===== config.mk =====
export PLATFORM = sky130hd
export DESIGN_NAME = vga_capture
export DESIGN_NICKNAME = d
export VERILOG_FILES = /design/src/rtl/vga_pkg.sv /design/src/rtl/vga_sync_edge.sv /design/src/rtl/vga_capture.sv
export SDC_FILE = /design/constraint.sdc
export NUM_CORES = 1
export LEC_CHECK = 0
export CAP_MARGIN = 20
export CORE_MARGIN = 3
export CORE_UTILIZATION = 50
export DETAILED_ROUTE_END_ITERATION = 6
export PLACE_DENSITY = 0.74
export SYNTH_ARGS = -nofsm -noshare
export SYNTH_HDL_FRONTEND = slang
export SYNTH_SLANG_ARGS = --single-unit

===== constraint.sdc =====
create_clock -name clk_25M -period 7.8 [get_ports clk_25M]
set_input_delay 1.17 -clock clk_25M [delete_from_list [all_inputs] [get_ports clk_25M]]
set_output_delay 1.17 -clock clk_25M [all_outputs]
set_load 0.1 [all_outputs]

===== src/rtl/vga_pkg.sv =====
// Shared VGA raster constants and capture FSM encoding, used by the capture
// block and by any timing generator that drives it.
package vga_pkg;

    localparam int VGA_H_TOTAL     = 800;
    localparam int VGA_H_ACT_START = 144;
    localparam int VGA_H_ACT_END   = 783;
    localparam int VGA_V_TOTAL     = 525;
    localparam int VGA_V_ACT_START = 35;
    localparam int VGA_V_ACT_END   = 514;

    typedef enum logic [1:0] {
        ST_SEARCH  = 2'd0,
        ST_MEASURE = 2'd1,
        ST_LOCKED  = 2'd2
    } vga_state_e;

endpackage


===== src/rtl/vga_sync_edge.sv =====
// Registers one sync pin and flags its rising edge from the registered value
// and the value one clock earlier.
module vga_sync_edge (
    input  logic clk,
    input  logic rst_n,
    input  logic i_sync,
    output logic o_rise
);

    logic r_sync_p0;
    logic r_sync_p1;

    always_ff @(posedge clk or negedge rst_n) begin
        if (!rst_n) begin
            r_sync_p0 <= 1'b0;
            r_sync_p1 <= 1'b0;
        end else begin
            r_sync_p0 <= i_sync;
            r_sync_p1 <= r_sync_p0;
        end
    end

    assign o_rise = r_sync_p0 & ~r_sync_p1;

endmodule


===== src/rtl/vga_capture.sv =====
// VGA capture: measures incoming raster timing, locks after one verified frame
// and emits active pixels with coordinates, two clocks after the pins.
module vga_capture
    import vga_pkg::*;
#(
    parameter int H_TOTAL     = VGA_H_TOTAL,
    parameter int H_ACT_START = VGA_H_ACT_START,
    parameter int H_ACT_END   = VGA_H_ACT_END,
    parameter int V_TOTAL     = VGA_V_TOTAL,
    parameter int V_ACT_START = VGA_V_ACT_START,
    parameter int V_ACT_END   = VGA_V_ACT_END
) (
    input  logic       clk_25M,
    input  logic       rst_n,
    input  logic       Hsync,
    input  logic       Vsync,
    input  logic [2:0] vgaRed,
    input  logic [2:0] vgaGreen,
    input  logic [1:0] vgaBlue,
    output logic       pix_valid,
    output logic [9:0] pix_x,
    output logic [9:0] pix_y,
    output logic [7:0] pix_data,
    output logic       frame_start,
    output logic       locked,
    output logic       sync_err,
    output logic [9:0] line_len
);

    localparam logic [9:0] LP_H_TOTAL     = 10'(H_TOTAL);
    localparam logic [9:0] LP_H_ACT_START = 10'(H_ACT_START);
    localparam logic [9:0] LP_H_ACT_END   = 10'(H_ACT_END);
    localparam logic [9:0] LP_V_TOTAL     = 10'(V_TOTAL);
    localparam logic [9:0] LP_V_ACT_START = 10'(V_ACT_START);
    localparam logic [9:0] LP_V_ACT_END   = 10'(V_ACT_END);

    function automatic logic [9:0] sat_inc(input logic [9:0] v);
        return (v == 10'h3FF) ? v : v + 10'd1;
    endfunction

    logic       w_hrise;
    logic       w_vrise;
    logic [7:0] r_rgb_p0;
    logic [9:0] r_hcnt;
    logic [9:0] w_hcnt;
    logic [9:0] w_line_len;
    logic [9:0] r_vcnt;
    logic [9:0] w_vinc;
    vga_state_e r_state;
    logic       r_bad;
    logic       w_len_err;
    logic       w_hto_err;
    logic       w_vlen_err;
    logic       w_vto_err;
    logic       w_err;
    logic       w_active;

    // Input stage: sync pins via the edge detectors, colour alongside them.
    vga_sync_edge u_hsync (
        .clk    (clk_25M),
        .rst_n  (rst_n),
        .i_sync (Hsync),
        .o_rise (w_hrise)
    );

    vga_sync_edge u_vsync (
        .clk    (clk_25M),
        .rst_n  (rst_n),
        .i_sync (Vsync),
        .o_rise (w_vrise)
    );

    always_ff @(posedge clk_25M or negedge rst_n) begin
        if (!rst_n) begin
            r_rgb_p0 <= 8'd0;
        end else begin
            r_rgb_p0 <= {vgaRed, vgaGreen, vgaBlue};
        end
    end

    // h_cnt is 0 in the rise cycle itself so it stays aligned with r_rgb_p0.
    assign w_hcnt     = w_hrise ? 10'd0 : sat_inc(r_hcnt);
    assign w_line_len = sat_inc(r_hcnt);
    assign w_vinc     = sat_inc(r_vcnt);

    assign w_len_err  = w_hrise && (w_line_len != LP_H_TOTAL);
    assign w_hto_err  = (w_hcnt == LP_H_TOTAL);
    assign w_vlen_err = w_vrise && (w_vinc != LP_V_TOTAL);
    assign w_vto_err  = w_hrise && !w_vrise && (w_vinc == LP_V_TOTAL);
    assign w_err      = w_len_err || w_hto_err || w_vlen_err || w_vto_err;

    always_ff @(posedge clk_25M or negedge rst_n) begin
        if (!rst_n) begin
            r_hcnt   <= 10'd0;
            r_vcnt   <= 10'd0;
            line_len <= 10'd0;
        end else begin
            r_hcnt <= w_hcnt;
            if (w_hrise) begin
                r_vcnt   <= w_vrise ? 10'd0 : w_vinc;
                line_len <= w_line_len;
            end
        end
    end

    // Errors take priority over a coincident Vsync rise in LOCKED.
    always_ff @(posedge clk_25M or negedge rst_n) begin
        if (!rst_n) begin
            r_state     <= ST_SEARCH;
            r_bad       <= 1'b0;
            locked      <= 1'b0;
            sync_err    <= 1'b0;
            frame_start <= 1'b0;
        end else begin
            sync_err    <= 1'b0;
            frame_start <= w_vrise;
            case (r_state)
                ST_SEARCH: begin
                    if (w_vrise) begin
                        r_state <= ST_MEASURE;
                        r_bad   <= 1'b0;
                    end
                end
                ST_MEASURE: begin
                    if (w_vrise) begin
                        if (r_bad || w_err) begin
                            r_state <= ST_SEARCH;
                        end else begin
                            r_state <= ST_LOCKED;
                            locked  <= 1'b1;
                        end
                    end else if (w_err) begin
                        r_bad <= 1'b1;
                    end
                end
                ST_LOCKED: begin
                    if (w_err) begin
                        r_state  <= ST_SEARCH;
                        locked   <= 1'b0;
                        sync_err <= 1'b1;
                    end
                end
                default: begin
                    r_state <= ST_SEARCH;
                    locked  <= 1'b0;
                end
            endcase
        end
    end

    assign w_active = locked
                   && (w_hcnt >= LP_H_ACT_START) && (w_hcnt <= LP_H_ACT_END)
                   && (r_vcnt >= LP_V_ACT_START) && (r_vcnt <= LP_V_ACT_END);

    // Output stage: coordinates and colour hold while outside the active area.
    always_ff @(posedge clk_25M or negedge rst_n) begin
        if (!rst_n) begin
            pix_valid <= 1'b0;
            pix_x     <= 10'd0;
            pix_y     <= 10'd0;
            pix_data  <= 8'd0;
        end else begin
            pix_valid <= w_active;
            if (w_active) begin
                pix_x    <= w_hcnt - LP_H_ACT_START;
                pix_y    <= r_vcnt - LP_V_ACT_START;
                pix_data <= r_rgb_p0;
            end
        end
    end

endmodule


==> results of run 1 <==
[routing by layer]
| layer | GRT usage (%) | vias to the layer above | wire (µm) |
|---|---|---|---|
| li1 | - | 1423 | - |
| met1 | 29.2 | 1437 | 3880 |
| met2 | 30.4 | 124 | 3790 |
| met3 | 4.74 | 14 | 602 |
| met4 | 6.49 | 0 | 121 |
| met5 | 0 | - | 0 |
[sequential cells by signal, summed over array words and instances (netlist names)]
register and cells:
line_len 10, pix_x 10, pix_y 10, r_hcnt 10, r_vcnt 10, pix_data 8
r_rgb_p0 8, r_state 2, frame_start 1, locked 1, pix_valid 1, r_bad 1
sync_err 1, u_hsync.r_sync_p0 1, u_hsync.r_sync_p1 1, u_vsync.r_sync_p0 1, u_vsync.r_sync_p1 1
[synth_stat cells (3+ instances only)]
cell type / instances
nand3_1: 15
inv_1: 10
mux2_4: 7
a31oi_1: 5
nand2_1: 26
nor2_1: 21
ha_1: 6
a21oi_1: 17
or2_2: 4
dfrtp_1: 77
mux2_2: 19
xnor2_1: 9
a31o_2: 4
buf_2: 8
nand4_1: 9
nand2b_1: 6
o21ai_0: 24
clkbuf_1: 11
xor2_1: 6
nand4b_1: 3
o31ai_1: 7
mux2i_1: 6
nor2b_1: 5
nor3_1: 9
[worst max-delay path, delay by kind of cell, from the launching register on]
| family | cells | cell delay, ns |
|---|---|---|
| flops | 1 | 0.46 |
| buf+inv | 1 | 0.39 |
| compound gates | 5 | 1.25 |
| fa+ha+maj | 2 | 0.59 |
| mux | 1 | 0.37 |
| simple gates | 2 | 0.49 |
[cell families after synthesis]
| family | count (synthesis) | share of synthesized area, % |
|---|---|---|
| XOR/XNOR | 15 | 3.32 |
| adder cells (fa/ha/maj) | 6 | 1.89 |
| buffers and inverters | 37 | 4.74 |
| AND/OR/NAND/NOR | 117 | 16.0 |
| flip-flops | 77 | 48.6 |
| AO/OA/AOI/OAI | 86 | 15.9 |
| multiplexers | 32 | 9.57 |
[power by group]
part           internal [mW]  leakage (nW)  switching [mW]
clock                  0.186         0.113           0.163
combinational         0.0695         0.847           0.144
sequential             0.429          1.03          0.0458
total                  0.684          1.99           0.353
[worst min-delay path by stage]
stage / to / slack [ns] / startpoint / cells after the start
floorplan: u_vsync.r_sync_p1 / 0.35 / u_vsync.r_sync_p0 / 0
global placement: u_vsync.r_sync_p1 / 0.37 / u_vsync.r_sync_p0 / 0
detailed placement: u_vsync.r_sync_p1 / 0.38 / u_vsync.r_sync_p0 / 0
CTS: u_vsync.r_sync_p1 / 0.40 / u_vsync.r_sync_p0 / 0
global route: u_vsync.r_sync_p1 / 0.41 / u_vsync.r_sync_p0 / 0
finish: u_vsync.r_sync_p1 / 0.39 / u_vsync.r_sync_p0 / 0
[area by class of cell]
type | count | area [µm²] | area share (%)
Multi-Input combinational cell | 256 | 1860 | 39.2
Clock inverter | 7 | 105 | 2.22
Tap cell | 99 | 124 | 2.62
Timing Repair Buffer | 56 | 554 | 11.7
Inverter | 11 | 41.3 | 0.873
Clock buffer | 9 | 124 | 2.62
Sequential cell | 77 | 1930 | 40.7
[stage by stage]
step | worst slack [ns] | hold WS, ns | power (mW) | util [%] | cell area [µm²]
2_1_floorplan | 4.86 | 0.355 | 0.637 | - | 3960
3_3_place_gp | 4.11 | 0.366 | 0.687 | 60.0 | 4490
3_5_place_dp | 4.00 | 0.376 | 0.693 | 60.0 | 4490
4_1_cts | 3.99 | 0.396 | 1.04 | 63.0 | 4720
5_1_grt | 3.85 | 0.414 | 1.09 | 63.2 | 4730
6_report | 4.13 | 0.392 | 1.04 | 63.2 | 4730
==> qor.txt, run 1 <==
Ys Warns -> 0
clock sinks -> 77
Syn Std Cell Area -> 0.00396 mm²
worst stage delay on the critical path -> 0.74 ns
DRT iter0 DRCs -> 219
Fill cells -> 606
Hold Path Class -> flip-flop to flip-flop
MaxCap Viol Count -> 0
crit end category -> flip-flop
CTS clk-pin slew, worst paths -> 0.09 ns
reg-to-reg setup timing slack -> 4.13 ns
number of global-route vias before repair -> 2,862
Top Ports -> 54
Async S/R FF share, synth -> 100%
Slowest-stage cell, CP -> a211oi_4
gpl congestion -> 0.889
routed length per instance -> 16.3 µm
r2r endpoint -> pix_data[6]
post-synth top area share -> 48.6%
register area share after synthesis -> 48.6%
final WL -> 8.39 mm
Total Neg Setup Slack -> 0 ns
root buf cell -> clkbuf_8
most frequent cells in the layout -> dfrtp_1 (77), clkdlybuf4s50_1 (52), nand2_1 (26)
CTS buffer count -> 9
Pleak -> 1.99 nW
Synth area leader -> dfrtp_1
CP max FO -> 16
Peak supply drop -> 0.125 mV
CTS H-tree depth -> 3
crit path from -> r_hcnt[0]
fin. max-slew vios -> 0
Max Fclk -> 0.272 GHz
outcome -> finished clean
most used cell, CP -> ha_1
PD cells -> 219 mW/mm²
DPL Wire Length -> 5.71 mm
DR vias/cell -> 5.82
CTS tree -> yes
die width -> 95.0 µm
crit path cell chain -> ha_1, and3_4, o211ai_1, o21ai_0, nand2b_1, ha_1, o31ai_1, a221oi_2, a211oi_4, buf_4, mux2_2
worst skew pair latency -> 0.36 ns
antenna viol nets, final -> 0
GR Util All Layers -> 20.3%
total gr overflow -> 0
initial antenna violation count -> 0
die area -> 0.00903 mm²
Rows -> 31
cells resized by post-CTS repair -> 0
Tightest Pin Transition -> 0.989 ns
P&R area growth vs syn -> 19.4%
CTS Hold Bufs -> 0
startpoint types -> flip-flop
syn_nets -> 388
Rel. slew slack -> 33.9%
ANT cells -> 0
nets -> 429
Initial Utilization -> 52.9%
Core Region -> 0.00749 mm²
Inst Count DP -> 498
Max clock buf depth -> 2
first-pass GRT wire length -> 14.2 mm
port bufs -> 53
Top FF cell, synth -> dfrtp_1
final worst path period share -> 47.1%
pin count of the biggest net entering global routing -> 78
die extent in y -> 95.0 µm
WS Path Type -> flip-flop to flip-flop
Tmin final -> 3.67 ns
Syn Inst Count -> 370
Pre-antenna DRT Iters -> 5
Finished Layout Cells -> 515
worst r2r path cells -> 11
commonest non-fill, non-tap cell in the layout -> dfrtp_1
clock skew -> 0.00834 ns
Worst setup endpoint -> pix_data[6]
Vias -> 2,998
RSZ-0062 raised after global routing -> no
# DRC -> 0
Final Setup Violations -> 0
final hold vios -> 0
number of setup buffers added after CTS -> 0
CP required -> 8.05 ns
share of layout cells above drive strength 1 -> 16.6%
flop and latch count out of synthesis -> 77
Post-synth EDFFs -> 0
WP data arrival -> 3.92 ns
synth top area cells -> dfrtp_1 (49%), mux2_2 (5.4%), o21ai_0 (3.0%)
r2r startpoint -> r_hcnt[0]
distinct cell type count after synthesis -> 66
syn_area_per_cell -> 10.7 µm²
(Power assumes the default switching activity.)
==> run 2, diff against run 1 <==
PLACE_DENSITY = 0.77   (was 0.74)
clock period = 3.3 ns   (was 7.8 ns; I/O delays follow)
==> run 2 against run 1 <==
Combinational power grew to 2.6 times the previous value. First-iteration DRC count fell by 5.0%. Register-to-register slack lost 3.7 ns. Global-route usage grew 0.42 points. Non-clock buffer count rose by 25. Flip-flop and latch count stayed put. Final cell count is 4.9% higher.
==> qor.txt, run 2 (synthesis results as in run 1) <==
outcome -> finished clean
commonest non-fill, non-tap cell in the layout -> dfrtp_1
die extent in y -> 95.0 µm
root buf cell -> clkbuf_8
Finished Layout Cells -> 540
die width -> 95.0 µm
P_int -> 1.56 mW
clock sinks -> 77
WP data arrival -> 3.13 ns
# DRC -> 0
fin worst setup slack -> 0.405 ns
Clk pwr share -> 29.7%
CP required -> 3.53 ns
crit path from -> r_hcnt[0]
post-place instance area -> 0.00466 mm²
final worst path period share -> 87.7%
Sw Share -> 33.8%
pin count of the biggest net entering global routing -> 78
crit path cell chain -> ha_1, and3_4, a2111o_1, nand3_1, ha_1, o31ai_1, a221oi_2, a211oi_4, buf_12, buf_12, mux2_4
logic gate share of total power -> 23.7%
CTS clk-pin slew, worst paths -> 0.08 ns
worst skew pair latency -> 0.35 ns
CP max FO -> 13
share of layout cells above drive strength 1 -> 21.3%
Rows -> 31
startpoint types -> flip-flop
Fill cells -> 596
Total Neg Setup Slack -> 0 ns
RSZ-0062 raised after global routing -> no
final hold vios -> 0
DR vias/cell -> 5.68
Worst setup endpoint -> pix_x[3]
routed length per instance -> 16.1 µm
worst r2r path cells -> 11
antenna viol nets, final -> 0
worst hold slack -> 0.292 ns
Core Region -> 0.00749 mm²
WP depth -> 11
MaxCap Viol Count -> 0
Seq pwr share -> 46.6%
Psw -> 0.797 mW
port bufs -> 53
Tightest Pin Transition -> 0.978 ns
nets -> 454
crit-path leading delay family -> compound AO/OA/AOI/OAI gates
Core Util, Final -> 65.4%
number of global-route vias before repair -> 2,999
CTS buffer count -> 9
die area -> 0.00903 mm²
dpl ws -> 0.0472 ns
r2r endpoint -> pix_x[3]
Final Instance Area -> 0.00490 mm²
worst stage delay on the critical path -> 0.45 ns
Inst Count DP -> 520
Vias -> 3,067
WS Path Type -> flip-flop to flip-flop
PD cells -> 481 mW/mm²
Pre-antenna DRT Iters -> 4
CTS tree -> yes
final WL -> 8.71 mm
crit end category -> flip-flop
fin. max-slew vios -> 0
total power -> 2.36 mW
initial antenna violation count -> 0
Tmin final -> 2.89 ns
DPL Wire Length -> 6.13 mm
GR Util All Layers -> 20.7%
Final Setup Violations -> 0
Slowest-stage cell, CP -> a2111o_1
first-pass GRT wire length -> 14.4 mm
Max clock buf depth -> 2
reg-to-reg setup timing slack -> 0.41 ns
DRT iter0 DRCs -> 208
Initial Utilization -> 52.9%
gpl congestion -> 0.888
WP buf/inv -> 2
Peak supply drop -> 0.374 mV
ANT cells -> 0
CTS H-tree depth -> 3
Max Fclk -> 0.345 GHz
r2r startpoint -> r_hcnt[0]
P&R area growth vs syn -> 23.6%
Top Ports -> 54
Rel. slew slack -> 34.6%
most frequent cells in the layout -> dfrtp_1 (77), clkdlybuf4s50_1 (50), buf_4 (29)
clock skew -> 0.00663 ns
Hold Path Class -> primary input to asynchronous set/reset pin
total gr overflow -> 0
Pleak -> 2.11 nW
[run 2: worst min-delay path by stage]
stage | endpoint | slack, ns | cells past startpoint
floorplan | frame_start | 0.20 | 0
global placement | u_vsync.r_sync_p1 | 0.36 | 0
detailed placement | u_hsync.r_sync_p1 | 0.38 | 0
CTS | r_hcnt[8] | 0.31 | 1
global route | line_len[4] | 0.35 | 1
finish | r_hcnt[7] | 0.29 | 1
[run 2: layer usage]
layer	vias up	wire, µm	GRT usage [%]
li1	1474	-	-
met1	1457	3790	27.0
met2	120	4140	32.4
met3	16	613	5.68
met4	0	167	9.13
met5	-	0	0
[run 2: cell type report]
cell class / count / area [µm²] / share of cell area [%]
clock buffers: 11 / 131 / 2.68
flip-flops and latches: 77 / 1930 / 39.3
repair buffers: 81 / 758 / 15.5
multi-input cells: 256 / 1860 / 37.9
clock inverters: 5 / 61.3 / 1.25
well taps: 99 / 124 / 2.53
inverters: 11 / 41.3 / 0.843
[run 2: power groups by stage]
stage                     Clock, mW  Combinational [mW]  Sequential [mW]
after floorplan                   0               0.281             1.22
after global placement            0               0.551             1.11
after detailed placement          0               0.556             1.12
after CTS                     0.723               0.558             1.10
after global routing          0.767               0.612             1.11
final                         0.699               0.558             1.10
[run 2: what timing repair did]
action	in CTS	in global routing
resized for setup	0	0
endpoints found under the hold margin	0	0
buffers inserted	0	4
hold buffers	0	0
endpoints found under the setup margin	0	14
==> run 3, diff against run 2 <==
PLACE_DENSITY = unset   (was 0.77)
PLACE_DENSITY_LB_ADDON = 0.08   (was unset)
SKIP_CTS_REPAIR_TIMING = 1   (was unset)
==> run 3 against run 2 <==
Sequential share of layout area up 1.3 points. Final cell count decreased by 3.9%. Maximum frequency decreased by 6.9%. Global-route usage is essentially flat. Worst setup slack lost 0.22 ns. Final area fell by 3.3%. Sequential power hardly changed. Highest routed layer unchanged. Critical endpoint is now pix_x[6]. Flip-flop and latch count stayed put. Core utilization is 2.1 points lower. Die area unchanged.
==> qor.txt, run 3 (synthesis results as in run 1) <==
WS Path Type -> flip-flop to flip-flop
Core Region -> 0.00749 mm²
outcome -> finished clean
P&R area growth vs syn -> 19.6%
final worst path period share -> 94.2%
share of layout cells above drive strength 1 -> 18.3%
final WL -> 8.60 mm
Seq pwr share -> 46.9%
Clk pwr share -> 31.3%
clock sinks -> 77
worst skew pair latency -> 0.35 ns
Initial Utilization -> 52.9%
CP required -> 3.53 ns
FF+latch area -> 0.00193 mm²
logic gate share of total power -> 21.8%
nets -> 433
ANT cells -> 0
Finished Layout Cells -> 519
Pre-antenna DRT Iters -> 5
Sw Share -> 33.4%
multi-input logic area -> 0.00186 mm²
# DRC -> 0
Peak supply drop -> 0.269 mV
CTS tree -> yes
WP data arrival -> 3.34 ns
Max Fclk -> 0.322 GHz
PD cells -> 500 mW/mm²
Rows -> 31
antenna viol nets, final -> 0
CTS buffer count -> 9
die area -> 0.00903 mm²
Psw -> 0.792 mW
Hold Path Class -> primary input to asynchronous set/reset pin
Vias -> 3,011
P_int -> 1.58 mW
Pleak -> 2.01 nW
most frequent cells in the layout -> dfrtp_1 (77), clkdlybuf4s50_1 (47), nand2_1 (26)
GR Util All Layers -> 20.7%
die extent in y -> 95.0 µm
Slowest-stage cell, CP -> dfrtp_1
Tmin final -> 3.11 ns
fin. max-slew vios -> 0
Inst Count DP -> 503
routed length per instance -> 16.6 µm
initial antenna violation count -> 0
DPL Wire Length -> 5.99 mm
RSZ-0062 raised after global routing -> no
Max clock buf depth -> 2
total power -> 2.37 mW
total gr overflow -> 0
commonest non-fill, non-tap cell in the layout -> dfrtp_1
die width -> 95.0 µm
startpoint types -> flip-flop
Top Ports -> 54
clock skew -> 0.0115 ns
MaxCap Viol Count -> 0
Fill cells -> 641
crit path cell chain -> ha_1, and3_4, a2111o_1, nand3_1, ha_1, o31ai_1, a221oi_2, a211oi_4, buf_12, mux2_4
Rel. slew slack -> 33.7%
number of global-route vias before repair -> 2,924
CTS H-tree depth -> 3
crit-path leading delay family -> compound AO/OA/AOI/OAI gates
worst stage delay on the critical path -> 0.46 ns
root buf cell -> clkbuf_8
CP max FO -> 29
CTS clk-pin slew, worst paths -> 0.08 ns
first-pass GRT wire length -> 14.5 mm
Final Setup Violations -> 0
pin count of the biggest net entering global routing -> 78
gpl congestion -> 0.952
most used cell, CP -> ha_1
DRT iter0 DRCs -> 206
DR vias/cell -> 5.80
port bufs -> 53
Total Neg Setup Slack -> 0 ns
Tightest Pin Transition -> 0.992 ns
crit end category -> flip-flop
WP buf/inv -> 1
final hold vios -> 0
==> run 3: power groups by stage <==
stage          registers [mW]  logic, mW  clock network, mW
4_1_cts                  1.11      0.520              0.766
3_3_place_gp             1.12      0.515                  0
2_1_floorplan            1.22      0.281                  0
5_1_grt                  1.13      0.571              0.813
6_report                 1.11      0.516              0.741
3_5_place_dp             1.13      0.516                  0
==> run 3: through the flow <==
step | util (%) | worst slack [ns] | instance area, µm² | hold slack, ns
finish | 63.3 | 0.190 | 4740 | 0.273
global route | 63.3 | 0.0231 | 4740 | 0.362
CTS | 63.3 | 0.188 | 4740 | 0.325
detailed placement | 60.5 | 0.224 | 4530 | 0.371
global placement | 60.5 | 0.311 | 4530 | 0.369
floorplan | - | 0.356 | 3960 | 0.199
==> run 3: layer usage <==
layer,up-vias,wire (µm),global-route usage [%]
li1,1433,-,-
met1,1457,4140,31.4
met2,111,3750,29.1
met3,10,618,5.13
met4,0,95,6.61
met5,-,0,0
==> run 3: worst reg2reg max path: stages, from the launching register on <==
cell	delay [ns]
dfrtp_1	0.46
ha_1	0.33
and3_4	0.27
a2111o_1	0.46
nand3_1	0.15
ha_1	0.24
o31ai_1	0.14
a221oi_2	0.33
a211oi_4	0.12
buf_12	0.21
mux2_4	0.31
==> run 3: path summary, 6_finish.rpt <==
kind	start	to	slack, ns	cells after the start
setup / recovery	r_hcnt[0]	pix_x[6]	0.19	10
hold / removal	rst_n	line_len[5]	0.27	1
setup reg to reg	r_hcnt[0]	pix_x[6]	0.19	10
hold reg to reg	u_vsync.r_sync_p0	u_vsync.r_sync_p1	0.39	0
max in group asynchronous	rst_n	r_hcnt[5]	2.42	1
min in group clk_25M	u_vsync.r_sync_p0	u_vsync.r_sync_p1	0.39	0
==> run 3: cell type report <==
| type | instances | share of cell area [%] |
|---|---|---|
| multi-input combinational | 256 | 39.2 |
| tap | 99 | 2.61 |
| clock buffer | 12 | 3.27 |
| clock inverter | 4 | 1.16 |
| inverter | 11 | 0.871 |
| timing repair buffer | 60 | 12.3 |
| sequential | 77 | 40.7 |
